**src/rtl/sram_req_arbiter_pkg.sv**
```systemverilog
// Shared sram-like field widths, size encodings and owner tag encodings
// for the two-to-one sram request arbiter.
package sram_req_arbiter_pkg;

  localparam int ADDR_W = 32;
  localparam int DATA_W = 32;
  localparam int STRB_W = 4;
  localparam int SIZE_W = 2;

  localparam logic [SIZE_W-1:0] SIZE_BYTE = 2'd0;
  localparam logic [SIZE_W-1:0] SIZE_HALF = 2'd1;
  localparam logic [SIZE_W-1:0] SIZE_WORD = 2'd2;

  // Owner of an accepted request, stored in the in-order tag FIFO.
  typedef enum logic {
    TAG_INST = 1'b0,
    TAG_DATA = 1'b1
  } tag_e;

endpackage

```
**src/rtl/sram_req_arbiter_tag_fifo.sv**
```systemverilog
// In-order 1-bit owner FIFO; supports push and pop in the same cycle.
module sram_req_arbiter_tag_fifo #(
  parameter int DEPTH = 4
) (
  input  logic                     clk,
  input  logic                     reset,
  input  logic                     push,
  input  logic                     pop,
  input  logic                     din,
  output logic                     dout,
  output logic                     full,
  output logic                     empty,
  output logic [$clog2(DEPTH):0]   count
);

  localparam int PTR_W = $clog2(DEPTH);

  logic [DEPTH-1:0] mem_r;
  logic [PTR_W-1:0] wr_ptr_r;
  logic [PTR_W-1:0] rd_ptr_r;
  logic [PTR_W:0]   count_r;
  logic             do_push;
  logic             do_pop;

  assign full    = (count_r == (PTR_W+1)'(DEPTH));
  assign empty   = (count_r == (PTR_W+1)'(0));
  assign do_push = push & ~full;
  assign do_pop  = pop & ~empty;
  assign dout    = mem_r[rd_ptr_r];
  assign count   = count_r;

  // Tag storage; contents are don't-care until pushed, so no reset.
  always_ff @(posedge clk) begin
    if (do_push) begin
      mem_r[wr_ptr_r] <= din;
    end
  end

  // Pointers wrap naturally modulo DEPTH; occupancy tracks push/pop.
  always_ff @(posedge clk) begin
    if (reset) begin
      wr_ptr_r <= '0;
      rd_ptr_r <= '0;
      count_r  <= '0;
    end else begin
      if (do_push) begin
        wr_ptr_r <= wr_ptr_r + PTR_W'(1);
      end
      if (do_pop) begin
        rd_ptr_r <= rd_ptr_r + PTR_W'(1);
      end
      case ({do_push, do_pop})
        2'b10:   count_r <= count_r + (PTR_W+1)'(1);
        2'b01:   count_r <= count_r - (PTR_W+1)'(1);
        default: count_r <= count_r;
      endcase
    end
  end

endmodule

```
**src/rtl/sram_req_arbiter.sv**
```systemverilog
// Two-to-one sram-like arbiter: data-first selection with address-phase
// lock, owner tag FIFO, and in-order response demux to the two requesters.
module sram_req_arbiter
  import sram_req_arbiter_pkg::*;
#(
  parameter int DEPTH = 4
) (
  input  logic                   clk,
  input  logic                   reset,
  input  logic                   inst_req,
  input  logic                   inst_wr,
  input  logic [1:0]             inst_size,
  input  logic [31:0]            inst_addr,
  input  logic [3:0]             inst_wstrb,
  input  logic [31:0]            inst_wdata,
  output logic                   inst_addr_ok,
  output logic                   inst_data_ok,
  output logic [31:0]            inst_rdata,
  input  logic                   data_req,
  input  logic                   data_wr,
  input  logic [1:0]             data_size,
  input  logic [31:0]            data_addr,
  input  logic [3:0]             data_wstrb,
  input  logic [31:0]            data_wdata,
  output logic                   data_addr_ok,
  output logic                   data_data_ok,
  output logic [31:0]            data_rdata,
  output logic                   mem_req,
  output logic                   mem_wr,
  output logic [1:0]             mem_size,
  output logic [31:0]            mem_addr,
  output logic [3:0]             mem_wstrb,
  output logic [31:0]            mem_wdata,
  input  logic                   mem_addr_ok,
  input  logic                   mem_data_ok,
  input  logic [31:0]            mem_rdata,
  output logic [$clog2(DEPTH):0] inflight,
  output logic                   err
);

  tag_e sel;
  tag_e lock_owner_r;
  logic lock_r;
  logic err_r;
  logic sel_data;
  logic accept;
  logic rsp_valid;
  logic fifo_full;
  logic fifo_empty;
  logic head_owner;

  // Selection: a stalled address phase keeps its owner, otherwise data wins.
  always_comb begin
    sel = TAG_INST;
    if (lock_r) begin
      sel = lock_owner_r;
    end else if (data_req) begin
      sel = TAG_DATA;
    end else begin
      sel = TAG_INST;
    end
  end

  assign sel_data  = (sel == TAG_DATA);
  assign mem_req   = (inst_req | data_req) & ~fifo_full & ~reset;
  assign mem_wr    = sel_data ? data_wr    : inst_wr;
  assign mem_size  = sel_data ? data_size  : inst_size;
  assign mem_addr  = sel_data ? data_addr  : inst_addr;
  assign mem_wstrb = sel_data ? data_wstrb : inst_wstrb;
  assign mem_wdata = sel_data ? data_wdata : inst_wdata;

  assign accept       = mem_req & mem_addr_ok;
  assign inst_addr_ok = accept & ~sel_data;
  assign data_addr_ok = accept & sel_data;

  // Responses go only to the owner at the FIFO head; empty-FIFO ones drop.
  assign rsp_valid    = mem_data_ok & ~fifo_empty & ~reset;
  assign inst_data_ok = rsp_valid & (head_owner == TAG_INST);
  assign data_data_ok = rsp_valid & (head_owner == TAG_DATA);
  assign inst_rdata   = mem_rdata;
  assign data_rdata   = mem_rdata;
  assign err          = err_r;

  sram_req_arbiter_tag_fifo #(
    .DEPTH (DEPTH)
  ) u_tag_fifo (
    .clk   (clk),
    .reset (reset),
    .push  (accept),
    .pop   (mem_data_ok),
    .din   (sel),
    .dout  (head_owner),
    .full  (fifo_full),
    .empty (fifo_empty),
    .count (inflight)
  );

  // Lock the owner while its address phase is stalled; release on accept.
  always_ff @(posedge clk) begin
    if (reset) begin
      lock_r       <= 1'b0;
      lock_owner_r <= TAG_INST;
    end else if (mem_req & ~mem_addr_ok) begin
      lock_r       <= 1'b1;
      lock_owner_r <= sel;
    end else if (accept) begin
      lock_r       <= 1'b0;
      lock_owner_r <= lock_owner_r;
    end else begin
      lock_r       <= lock_r;
      lock_owner_r <= lock_owner_r;
    end
  end

  // Sticky error: a response arrived with nothing outstanding.
  always_ff @(posedge clk) begin
    if (reset) begin
      err_r <= 1'b0;
    end else if (mem_data_ok & fifo_empty) begin
      err_r <= 1'b1;
    end else begin
      err_r <= err_r;
    end
  end

endmodule

```
**config.mk**
```make
export PLATFORM = sky130hd
export DESIGN_NAME = sram_req_arbiter
export DESIGN_NICKNAME = d
export VERILOG_FILES = /design/src/rtl/sram_req_arbiter_pkg.sv /design/src/rtl/sram_req_arbiter_tag_fifo.sv /design/src/rtl/sram_req_arbiter.sv
export SDC_FILE = /design/constraint.sdc
export NUM_CORES = 1
export LEC_CHECK = 0
export ABC_AREA = 1
export BUFFER_PORTS_ARGS = -buffer_cell sky130_fd_sc_hd__buf_2
export CAP_MARGIN = 40
export CORE_AREA = 2 2 125 127
export CTS_BUF_LIST = sky130_fd_sc_hd__clkbuf_8
export DETAILED_ROUTE_END_ITERATION = 16
export DIE_AREA = 0 0 127 129
export GPL_ROUTABILITY_DRIVEN = 0
export PLACE_DENSITY_LB_ADDON = 0.25
export SLEW_MARGIN = 20
export SYNTH_ARGS = -nofsm -noshare
export SYNTH_HDL_FRONTEND = slang
export SYNTH_SLANG_ARGS = --single-unit
export TNS_END_PERCENT = 30
```
**constraint.sdc**
```tcl
create_clock -name clk -period 3.6 [get_ports clk]
set_input_delay 0.72 -clock clk [delete_from_list [all_inputs] [get_ports clk]]
set_output_delay 0.72 -clock clk [all_outputs]
set_load 0.02 [all_outputs]
```
== Yosys cells after proc, flatten, opt, wreduce, memory -nomap -nowiden ==
Cells that the tools add are included.

* Word-level logic and storage cells: 55
* Register bits after elaboration: 14
* Output and inout bits: 144

* Mux-type cells: 15
* Add/sub/neg operators: 4
* $lt $le $gt $ge: 3
* Reductions and logical operators: 4
* Bitwise gates (word level): 19
* Eq/ne operators: 3

{| class="wikitable"
|+ Operators by type and width
! operator !! number
|-
| $mux 32 || 2
|-
| $and 1x1->1 || 12
|-
| $mux 1 || 7
|-
| $lt 2x3->1 const B || 2
|-
| $not 1->1 || 6
|-
| $pmux 3 s2 || 1
|-
| $add 2x1->2 const B || 2
|-
| $bwmux 4 || 1
|-
| $mux 4 || 1
|-
| $reduce_bool 2->1 || 2
|-
| $add 3x1->3 const B || 1
|-
| $eq 3x3->1 const B || 1
|-
| $logic_not 3->1 || 1
|-
| $sub 3x1->3 const B || 1
|-
| $bmux 1 s2 || 1
|-
| $demux 1 s2 || 1
|-
| $eq 2x1->1 const B || 1
|-
| $eq 2x2->1 const B || 1
|-
| $ge 2x1->1 const B || 1
|-
| $mux 2 || 1
|-
| $logic_and 1x1->1 || 1
|-
| $or 1x1->1 || 1
|}

== Longest topological paths before layout ==
Gate-level depths: netlist of the first run.

* Word-level depth: 8
* Depth in mapped cells: 12

== Hierarchy ==
A second synthesis of the first run with hierarchy kept.

* Cell total of the unflattened synthesis: 405
* Area total of the unflattened synthesis: 2,177.1 um^2

{| class="wikitable"
|+ By module, submodules not included
! module !! times used !! cells each !! area each (um^2)
|-
| sram_req_arbiter || 1 || 327 || 1,561.5
|-
| sram_req_arbiter_tag_fifo || 1 || 78 || 615.6
|}

== Least setup slack after synthesis of the first run ==
Ideal clock, no wire load.

* Path kind: input to output
* Start point: input port data_req
* End point: output port inst_addr_ok
* Slack: 1.336 ns
* Arrival: 1.544 ns
* Stages: 4
* Cells stage by stage: o21ai_2 inv_2 clkbuf_1 nor2_1

* Elaborated cells between the ends (all ways): 8
* Classes of those cells: mux: 2; bitwise: 6

{| class="wikitable"
|+ RTL lines
! item !! line !! text
|-
| start, declared || sram_req_arbiter.sv:19 || <nowiki>input logic data_req,</nowiki>
|-
| $mux 1 || sram_req_arbiter.sv:57 || <nowiki>end else if (data_req) begin</nowiki>
|-
| $mux 1 || sram_req_arbiter.sv:55 || <nowiki>if (lock_r) begin</nowiki>
|-
| via sel || sram_req_arbiter.sv:41 || <nowiki>tag_e sel;</nowiki>
|-
| $not 1->1 || sram_req_arbiter.sv:73 || <nowiki>assign inst_addr_ok = accept & ~sel_data;</nowiki>
|-
| $and 1x1->1 || sram_req_arbiter.sv:73 ||
|-
| end, declared || sram_req_arbiter.sv:16 || <nowiki>output logic inst_addr_ok,</nowiki>
|}

The timed path passes the listed nets, and every way through them passes these cells.

== Worst setup path after layout of the first run ==
* Start point: input port reset
* End point: output port inst_addr_ok

* Longest elaborated chain between the ends: 4

{| class="wikitable"
|+ Ends and longest elaborated chain
! item !! line !! text
|-
| start, declared || sram_req_arbiter.sv:9 || <nowiki>input logic reset,</nowiki>
|-
| $not 1->1 || sram_req_arbiter.sv:65 || <nowiki>assign mem_req = (inst_req | data_req) & ~fifo_full & ~reset;</nowiki>
|-
| $and 1x1->1 || sram_req_arbiter.sv:65 ||
|-
| $and 1x1->1 || sram_req_arbiter.sv:72 || <nowiki>assign accept = mem_req & mem_addr_ok;</nowiki>
|-
| $and 1x1->1 || sram_req_arbiter.sv:73 ||
|}

No other way between the ends.

==> results of run 1 <==
-- logic make-up (layout without fill, tap and decap cells) --
family | Yosys count | in the layout
XOR/XNOR | 1 | 1
flip-flops | 14 | 14
AND/OR/NAND/NOR | 263 | 263
buffers and inverters | 101 | 256
adder cells (fa/ha/maj) | 6 | 6
AO/OA/AOI/OAI | 9 | 9
-- synthesized netlist by cell type (all sizes together) --
library cell | instances | share of area
a21oi | 5 | 0.012
and3 | 1 | 0.0029
buf | 78 | 0.27
clkbuf | 1 | 0.0017
clkinv | 1 | 0.0017
dfxtp | 10 | 0.093
edfxtp | 4 | 0.056
fa | 1 | 0.0093
ha | 5 | 0.029
inv | 21 | 0.037
nand2 | 235 | 0.41
nand3 | 6 | 0.016
nand4 | 2 | 0.0058
nor2 | 17 | 0.030
nor3 | 1 | 0.0023
o21ai | 4 | 0.011
or2 | 1 | 0.0029
xor2 | 1 | 0.0041
-- sequential cells by signal, indices dropped and copies added (netlist names) --
signal               count
lock_r                   1
u_tag_fifo.count         3
u_tag_fifo.mem_r         4
u_tag_fifo.wr_ptr_r      2
err                      1
lock_owner_r             1
u_tag_fifo.rd_ptr_r      2
-- path summary, 6_finish.rpt --
check	from	to	slack (ps)
worst min-delay path	err	err	450
worst min register to register	err	err	450
worst max register to register	u_tag_fifo.count[1]	u_tag_fifo.count[2]	1540
worst max-delay path	reset	inst_addr_ok	1140
-- metal layers --
layer | global-route usage | part of all wire
met1 | 0.0973 | 0.36
met2 | 0.192 | 0.51
met3 | 0.0283 | 0.11
met4 | 0.0200 | 0.015
met5 | 0 | 0.0012
-- power by group --
group | internal (W) | total (W) | switching (W)
Sequential | 0.000193 | 0.000219 | 0.0000260
Clock | 0.0000754 | 0.000135 | 0.0000594
Combinational | 0.000247 | 0.000700 | 0.000452
Total | 0.000516 | 0.00105 | 0.000538
-- worst register-to-register path, stage by stage (launching register included) --
cell,delay (ps)
dfxtp_1,330
nor2_1,180
nand2_1,160
nand3_2,220
ha_1,170
inv_1,60
fa_1,380
or2_1,250
nand3_1,70
nand2_1,50
clkinv_1,40
nor2_1,30
-- cell usage in the layout, fill, tap and decap left out, drive strengths merged --
cell	synthesis	final
nand2	235	235
buf	78	230
inv	21	22
nor2	17	17
dfxtp	10	10
nand3	6	6
a21oi	5	5
ha	5	5
edfxtp	4	4
o21ai	4	4
clkbuf	1	3
nand4	2	2
and3	1	1
nor3	1	1
or2	1	1
clkinv	1	1
xor2	1	1
fa	1	1
-- stage by stage --
step | util | setup WS, ps | instances | hold WS, ps | cell area, um2
CTS | 0.201 | 1100 | 737 | 452 | 3010
global route | 0.201 | 995 | 737 | 481 | 3010
global placement | 0.198 | 1120 | 733 | 440 | 2970
finish | 0.201 | 1140 | 737 | 446 | 3010
detailed placement | 0.198 | 1100 | 733 | 442 | 2970
floorplan | - | 1340 | 394 | 460 | 2150
-- layout make-up --
type | count | area [um2] | area share
Clock buffer | 3 | 41.3 | 0.0137
Clock inverter | 1 | 3.75 | 0.00125
Inverter | 22 | 82.6 | 0.0274
Multi-Input combinational cell | 279 | 1160 | 0.385
Sequential cell | 14 | 320 | 0.106
Tap cell | 188 | 235 | 0.0781
Timing Repair Buffer | 230 | 1170 | 0.389
==> impl.org, run 1 <==
** Status
- The flow ran to the end, and the final reports show no timing, DRC or antenna violations.

** Synthesis
- Synthesized-area fraction occupied by ao, oa, aoi and oai cells :: 0.0227
- Seq/Total Area, Yosys :: 0.149
- Area of the mapped netlist :: 2150 um2
- Dominant combinational cell family by area after synthesis :: simple AND/OR/NAND/NOR gates
- The cell count after synthesis came out at 394.
- Synthesized area per cell :: 5.45 um2
- Of the total synthesized cell area, the portion taken by AND, OR, NAND and NOR gates is 0.471.
- Synthesis Warnings :: 0
- Measured against the total synthesized area, the mux share comes to 0.
- Counting every net in the synthesized netlist gives 580.
- Unique masters post-synth :: 23
- Synth Area in Adders :: 0.0385
- Parity-gate share of the synthesized area counting xor and xnor cells :: 0.00408
- The synthesized design contains 14 register bits.

** Timing
- In this run the tightest slew margin relative to its limit is 0.728.
- Number of max-slew violations in the final report :: 0
- Setup repair after global routing left no endpoint under its margin.
- Number of failing hold endpoints at the final stage :: 0
- Worst-margin pin slew :: 408 ps
- Setup TNS after final layout :: 0 ps
- In the finished design, the share of the clock period the worst path needs comes to 0.684.
- Period minus WS final :: 2460 ps
- For this run, the top clock speed supported by timing is 0.406 GHz.
- Setup violations remaining at the end of the flow were counted as 0.
- Clock skew on the completed layout was measured at 2.63 ps.

** Worst setup path
- Length in cells of the worst reg-to-reg path :: 11
- In this run the number of cells on the critical path is 5.
- Worst Setup Start Kind :: input pin
- For the worst setup path, the data arrival time is 1740 ps.
- Grouping stages by cell kind, the critical path spends the most delay in simple AND/OR/NAND/NOR gates.
- Critical Path, Cell by Cell :: buf_2 > nor2_1 > nand3_2 > nor2_1 > buf_2
- Along the worst path, the maximum fanout reaches 10.
- For the worst setup path, the data required time is 2880 ps.
- Classification of the worst setup path :: in -> out
- Type of element capturing the critical path :: output pin
- The largest individual stage delay along the critical path comes from the cell nor2_1.
- Crit-path max cell delay :: 270 ps
- The number of buffers and inverters on the critical path is 2.

** Clocking
- Hold repair after CTS inserted 0 buffers.
- Counting the buffers created by CTS gives 3.
- Clock latency on the worst-skew pair :: 240 ps
- CTS tree :: done
- Counting along the longest clock path gives a buffer depth of 2.
- Clock edge transition at the registers on the reported setup and hold paths :: 60 ps
- Post-CTS timing repair inserted 0 buffers for setup.
- Count of H-tree levels built during CTS :: 1
- After clock tree synthesis, the repair step resized 0 gates.
- CTS placed an instance of clkbuf_8 at the clock tree root.
- TritonCTS sink count :: 14

** Floorplanning
- In this run the vertical extent of the chip is 129 um.
- Number of standard-cell rows in the floorplan :: 45
- Pin placement for this block handled 324 I/O pins.
- Core region area :: 15000 um2
- Effective utilization at floorplan :: 0.143
- Die span in x :: 127 um
- Die area :: 16400 um2

** Drt
- Post-DR vias/cell :: 3.65
- For this block, the via count after detailed routing is 2689.
- Dividing the detail-routed wire length by the instance count gives 12.1 um.
- The first TritonRoute pass finished after 4 iterations.
- Wires add up to 8940 um.
- DRT iter0 DRCs :: 62
- In the routed design, unresolved DRC markers number 0.
- In this run the remaining antenna-violating nets after routing total 0.

** GRT
- Via count of the first global-routing pass :: 2450
- Global routing finished with a remaining overflow of 0.
- Wire length of the first global-routing pass :: 12600 um
- Entering global routing, the biggest net connects 78 pins.
- Number of antenna violations at the first check in global routing :: 3
- In the global route stage, overall resource usage came out at 0.0957.

** Power and ir drop
- Maximum VDD drop :: 0.000140 V
- In this run the power density over the cells is 350 nW/um2.
- Leak Pwr :: 1.96 nW
- Final Total Pwr :: 0.00105 W

** Placed design
- I/O Buffers :: 227
- Total half-perimeter wirelength after legalization and detailed placement :: 7400 um

** Layout
- Filler cell count :: 1815
- In the final design database the tool counted 736 nets.
- Layout Area Growth over Synthesis :: 40.4%
- Proportion of layout cells with a drive suffix above 1 :: 0.434
- Antenna diodes :: 0

** Flow run
- Across the run, the number of max-cap violations was 0.

** Worst hold path
- Hold depth :: 2
- The worst hold path belongs to the class reg -> reg.
No activity file was read; power rests on OpenSTA's default activity.
==> inputs of run 2 (changes only) <==
- CORE_AREA: 2 2 125 127 -> 2 2 126 128
- DIE_AREA: 0 0 127 129 -> 0 0 128 130
- clock period: 3.6 -> 2.43 ns (I/O delays scaled with it)
==> run 2 against run 1 <==
Effect of this change: via count rose by 1.2%; count of clock-buffer cells in the layout did not move; non-clock buffer count rose by 2; setup slack got worse by 910 ps; final cell count rose by 0.81%; routed wire length rose by 6.1%; clock skew rose by 1.3 ps; flip-flop and latch count did not move; die area rose by 1.6%; critical path type is now reg -> out.
==> impl.org, run 2 (synthesis results as in run 1) <==
** Status
- Result of the run: finished clean (unchanged).

** Timing
- Worst-margin pin slew :: 526 ps (was 408 ps)
- The routed design could run at a clock period as short as 2200 ps.
- Number of failing hold endpoints at the final stage :: 0 (unchanged)
- Setup repair after global routing missed its margin :: false (unchanged)
- Static timing analysis puts the maximum clock frequency at 0.455 GHz.
- The number of pins exceeding their max-slew limit in the final report was 0 (unchanged).
- Share of the clock period used by the worst path after layout :: 0.904
- Number of endpoints failing setup at the final stage :: 0 (unchanged)
- Setup TNS after final layout :: 0 ps (unchanged)
- Clock Skew :: 3.93 ps (was 2.63 ps)
- Remaining max-slew budget at the tightest pin :: 0.649 (was 0.728)

** Floorplanning
- The width of the chip came to 128 um (was 127 um).
- Core region area :: 15400 um2 (was 15000 um2)
- The full die area came to 16600 um2 (was 16400 um2).
- The top-level I/O count is 324 (unchanged).
- The chip height was 130 um (was 129 um).
- The total number of placement rows is 46 (was 45).
- Effective utilization at floorplan :: 0.139 (was 0.143)

** Layout
- Max reg flops :: 4 (unchanged)
- Antenna diodes :: 0 (unchanged)
- Proportion of layout cells with a drive suffix above 1 :: 0.436 (was 0.434)
- Leading cell types in the layout, fill and taps excluded: nand2_1 (235), buf_2 (227), inv_1 (18), nor2_1 (17), dfxtp_1 (10) (was nand2_1 (235), buf_2 (227), inv_1 (19), nor2_1 (17), dfxtp_1 (10)).
- Layout Area Growth over Synthesis :: 41.3% (was 40.4%)
- Largest register by flop count :: u_tag_fifo.mem_r (unchanged)
- Most common cell after layout, fill and taps aside :: nand2_1 (unchanged)
- The number of nets in the layout was 738 (was 736).
- The post-layout instance count excluding filler cells came to 743 (was 737).

** Drt
- The number of iterations in the first detailed-routing pass was 4 (unchanged).
- The routed wire length came to 9490 um (was 8940 um).
- Routed wl met2 :: 4770 um (was 4600 um)
- The routed length on met1 came to 3830 um (was 3200 um).
- The mean routed wirelength per cell is 12.8 um (was 12.1 um).
- The top layer reached by signal wires is met4 (was met5).
- Post-DR vias/cell :: 3.66 (was 3.65)
- The overall via count from detail_route is 2722 (was 2689).
- Routed wl met3 :: 849 um (was 1010 um)
- The number of antenna-violating nets in the routed design was 0 (unchanged).
- DRT iter0 DRCs :: 57 (was 62)
- Post-route DRC violation count :: 0 (unchanged)

** Worst setup path
- The source of the critical timing path was lock_r (was reset).
- Worst Setup Start Kind :: flip-flop (was input pin)
- Buf/Inv on CP :: 3 (was 2)
- The maximum cell stage delay along the critical path was 440 ps (was 270 ps).
- The slowest cell on the critical path was buf_4 (was nor2_1).
- Highest fanout seen on the critical path :: 51 (was 10)
- The kind of capture point of the worst setup path is an output pin (unchanged).
- Required time at the worst-slack endpoint :: 1940 ps (was 2880 ps)
- In this design, the critical path's most frequently occurring cell is nand2_1.
- The endpoint arrival time on the critical path came to 1710 ps (was 1740 ps).
- Classification of the worst setup path :: reg -> out (was in -> out)
- The critical path's top delay family was buffers and inverters (was simple AND/OR/NAND/NOR gates).
- Critical Path, Cell by Cell :: nand2_1 > o21ai_4 > inv_2 > buf_4 > nand2_1 > nand2_1 > buf_2 (was buf_2 > nor2_1 > nand3_2 > nor2_1 > buf_2)
- Reg2Reg Launch Point :: u_tag_fifo.count[1] (unchanged)

** Placed design
- Total half-perimeter wirelength after legalization and detailed placement :: 7950 um (was 7400 um)
- Post-placement cell count :: 739 (was 733)
- The total of buffers placed on input and output ports came to 227 (unchanged).

** GRT
- Maximum number of pins on one net before global-route repair :: 52 (was 78)
- The total grt overflow is 0 (unchanged).
- The global routing usage summed across all routing layers is 0.0984 (was 0.0957).
- The via count of the first global-routing pass is 2395 (was 2450).
- Number of antenna violations at the first check in global routing :: 0 (was 3)
- The wire length of the first global-routing pass was 12900 um (was 12600 um).

** Clocking
- The post-CTS setup buffer count came to 0 (unchanged).
- Count of H-tree levels built during CTS :: 1 (unchanged)
- Clock latency on the worst-skew pair :: 240 ps (about the same)
- The CTS root buffer is clkbuf_8 (unchanged).
- The clock slew at the register clock pins of the worst setup and hold paths is 60 ps (about the same).
- The post-cts repair resize count came to 0 (unchanged).
- The clock tree from TritonCTS is done (unchanged).
- Cts-stage hold buffer count :: 0 (unchanged)
- The number of clock sinks seen by CTS came to 14 (unchanged).
- The total clock buffers created by CTS came to 3 (unchanged).
- The maximum clock insertion buffer count came to 2 (unchanged).

** Flow run
- The number of maximum-capacitance violations is 0 (unchanged).

** Power and ir drop
- The maximum VDD drop was 0.000184 V (was 0.000140 V).
- The power density over the cells was 524 nW/um2 (was 350 nW/um2).
- The leakage component of the power came to 1.96 nW (about the same).

** Worst hold path
- The hold path startpoint was err (unchanged).
- Worst min-delay path class :: reg -> reg (unchanged)
## run 2: report_power, final
part | leakage, nW | internal (W) | switching, W | total (W)
Sequential | 0.118 | 0.000286 | 0.0000389 | 0.000325
Clock | 0.0231 | 0.000112 | 0.0000899 | 0.000202
Combinational | 1.82 | 0.000372 | 0.000690 | 0.00106
## run 2: final cells by class
type | instances | area, um2
timing repair buffer | 232 | 1190
clock inverter | 1 | 3.75
tap | 192 | 240
fill | 1857 | 12400
sequential | 14 | 320
inverter | 22 | 82.6
clock buffer | 3 | 41.3
multi-input combinational | 279 | 1160
## run 2: path summary, 6_finish.rpt
| path | end | slack [ps] | depth (start not counted) |
|---|---|---|---|
| worst max-delay path | mem_wdata[30] | 230 | 7 |
| worst min-delay path | err | 450 | 2 |
| worst max register to register | u_tag_fifo.count[2] | 490 | 11 |
| worst min register to register | err | 450 | 2 |
## run 2: stage by stage
| stage | total power [W] | instance area [um2] | hold WS [ps] | setup slack (ps) | util |
|---|---|---|---|---|---|
| finish | 0.00159 | 3030 | 450 | 232 | 0.197 |
| CTS | 0.00162 | 3030 | 454 | 176 | 0.197 |
| floorplan | 0.00115 | 2150 | 460 | 495 | - |
| global route | 0.00175 | 3030 | 472 | 64.3 | 0.197 |
| global placement | 0.00141 | 2990 | 443 | 254 | 0.194 |
| detailed placement | 0.00141 | 2990 | 444 | 298 | 0.194 |
## run 2: worst reg2reg max path: stages (launching register included)
cell and delay [ps]:
dfxtp_1 330, nor2_1 200, nand2_1 160, nand3_2 120
ha_1 140, inv_1 60, fa_1 370, or2_1 260
nand3_1 80, nand2_1 50, clkinv_1 40, nor2_1 30
## run 2: per-layer routing
metal,track usage,vias up
met3,0.0209,7
met1,0.120,1134
met4,0.0123,0
li1,-,1428
met2,0.183,153
met5,0,-
==> inputs of run 3 (changes only) <==
- CORE_AREA: 2 2 126 128 -> 2 2 124 126
- CTS_BUF_LIST: sky130_fd_sc_hd__clkbuf_8 -> unset
- DIE_AREA: 0 0 128 130 -> 0 0 126 128
==> run 3 against run 2 <==
Effect of this change: final cell count fell by 0.54%; highest routed layer unchanged; core utilization grew 1.0 points; combinational power about the same; critical path type unchanged; flip-flop and latch count is the same; sequential power is essentially flat.
==> impl.org, run 3 (synthesis results as in run 1) <==
** Layout
- Leading cell types in the layout, fill and taps excluded: nand2_1 (235), buf_2 (227), inv_1 (18), nor2_1 (17), dfxtp_1 (10) (unchanged).
- Largest register by flop count :: u_tag_fifo.mem_r (unchanged)
- The flip-flop count of the largest register after layout was 4 (unchanged).
- The area growth from synthesis to final layout is 43.3% (was 41.3%).
- The number of filler cells placed in the layout was 1760 (was 1857).
- The post-layout instance count excluding filler cells came to 739 (was 743).
- The number of nets in the layout was 738 (unchanged).
- The final design utilization is 0.207 (was 0.197).
- Most common cell after layout, fill and taps aside :: nand2_1 (unchanged)
- The share of cells above drive strength 1 was 0.436 (unchanged).
- The count of inserted antenna diode cells is 0 (unchanged).

** Worst setup path
- The category of the critical setup timing path was reg -> out (unchanged).
- Type of element capturing the critical path :: output pin (unchanged)
- Worst Setup Start Kind :: flip-flop (unchanged)
- Required time at the worst-slack endpoint :: 1940 ps (about the same)
- Slack of the worst reg-to-reg path :: 530 ps (was 490 ps)
- The endpoint arrival time on the critical path was 1580 ps (was 1710 ps).
- Highest fanout seen on the critical path :: 35 (was 51)

** Timing
- Number of endpoints failing setup at the final stage :: 0 (unchanged)
- Remaining max-slew budget at the tightest pin :: 0.773 (was 0.649)
- Highest clock rate :: 0.485 GHz (was 0.455 GHz)
- The number of pins exceeding their max-slew limit in the final report came to 0 (unchanged).
- Setup repair after global routing missed its margin: false (unchanged).
- Clock Skew :: 1.77 ps (was 3.93 ps)
- The final hold violation count came to 0 (unchanged).
- The shortest period the worst path allows is 2060 ps (was 2200 ps).
- Setup TNS after final layout :: 0 ps (unchanged)
- The share of the clock period used by the worst path is 0.849 (was 0.904).
- The actual slew at the worst max-slew pin is 341 ps (was 526 ps).

** Floorplanning
- Die area :: 16100 um2 (was 16600 um2)
- Die extent in y :: 128 um (was 130 um)
- Effective utilization at floorplan :: 0.144 (was 0.139)
- The core area is 14900 um2 (was 15400 um2).
- Die span in x :: 126 um (was 128 um)
- I/O pin cnt :: 324 (unchanged)
- Number of standard-cell rows in the floorplan :: 45 (was 46)

** Clocking
- The clock slew at the register clock pins of the worst setup and hold paths was 50 ps (was 60 ps).
- The hold-fix buffer count after cts came to 0 (unchanged).
- Buffers inserted during post-CTS setup optimization :: 0 (unchanged)
- TritonCTS sink count :: 14 (unchanged)
- Clock root cell :: clkbuf_16 (was clkbuf_8)
- The insertion delay of the later-clocked pin in the worst-skew pair is 240 ps (about the same).
- Number of buffers created by CTS :: 3 (unchanged)
- CTS tree :: done (unchanged)
- The H-tree level count was 1 (unchanged).
- The maximum clock insertion buffer count is 2 (unchanged).
- Post-CTS sizing :: 0 (unchanged)

** GRT
- Via count of the first global-routing pass :: 2334 (was 2395)
- GR Util All Layers :: 0.0970 (was 0.0984)
- The maximum number of pins on one net before global-route repair is 61 (was 52).
- Wire length of the first global-routing pass :: 12800 um (was 12900 um)
- Number of antenna violations at the first check in global routing :: 0 (unchanged)
- Overflow left after global routing :: 0 (unchanged)

** Placed design
- The number of cells in the design after placement is 735 (was 739).
- Total half-perimeter wirelength after legalization and detailed placement :: 7440 um (was 7950 um)
- The total of buffers placed on input and output ports was 227 (unchanged).

** Flow run
- The number of maximum-capacitance violations is 0 (unchanged).

** Drt
- The routed wire length is 8920 um (was 9490 um).
- Post-route DRC violation count :: 0 (unchanged)
- The number of design-rule violations left by the first detailed-router iteration is 100 (was 57).
- Post-DR vias/cell :: 3.67 (was 3.66)
- Detailed-route via count :: 2709 (was 2722)
- Antenna-violating nets left :: 0 (unchanged)
- The mean routed wirelength per cell is 12.1 um (was 12.8 um).
- The number of iterations in the first detailed-routing pass was 4 (unchanged).

** Power and ir drop
- The total power was 0.00170 W (was 0.00159 W).
- Maximum VDD drop :: 0.000351 V (was 0.000184 V)
- The power density over the cells came to 553 nW/um2 (was 524 nW/um2).
- Leak Pwr :: 1.98 nW (was 1.96 nW)

** Status
- Result of the run: finished clean (unchanged).

** Worst hold path
- Worst min-delay path class :: reg -> reg (unchanged)
==> run 3: worst paths after layout <==
kind	cells past startpoint	endpoint	startpoint
worst min register to register	2	err	err
worst max-delay path	6	mem_addr[18]	lock_r
worst min-delay path	2	err	err
worst max register to register	11	u_tag_fifo.count[2]	u_tag_fifo.count[1]
==> run 3: routing by layer <==
metal  routed length, um  up-vias  part of all wire  track usage
li1                    -     1426                 -            -
met1                3950     1089              0.44        0.131
met2                3980      190              0.45        0.152
met3                 956        4              0.11       0.0367
met4                  34        0            0.0038       0.0103
met5                   0        -                 0            0
==> run 3: critical path: stages, from the launching register on <==
cell and delay, ps:
dfxtp_1 390, nand2_1 110, o21ai_4 90, buf_4 350
nand2_1 90, nand2_1 110, buf_2 170
==> run 3: through the flow <==
step	worst slack (ps)	area [um2]	hold WS [ps]
floorplan	495	2150	460
global placement	366	3000	439
detailed placement	378	3000	445
CTS	300	3070	452
global route	184	3070	464
finish	367	3070	449
==> run 3: layout make-up <==
cell class                      instances  area, um2  share of cell area
Clock buffer                            3       75.1              0.0244
Clock inverter                          1       3.75             0.00122
Inverter                               22       82.6              0.0269
Multi-Input combinational cell        279       1160               0.377
Sequential cell                        14        320               0.104
Tap cell                              188        235              0.0765
Timing Repair Buffer                  232       1200               0.390
==> run 3: where the power goes <==
part	internal (W)	total (W)	switching, W
registers	0.000287	0.000325	0.0000387
logic	0.000377	0.00106	0.000686
clock network	0.000218	0.000312	0.0000945
total	0.000882	0.00170	0.000820
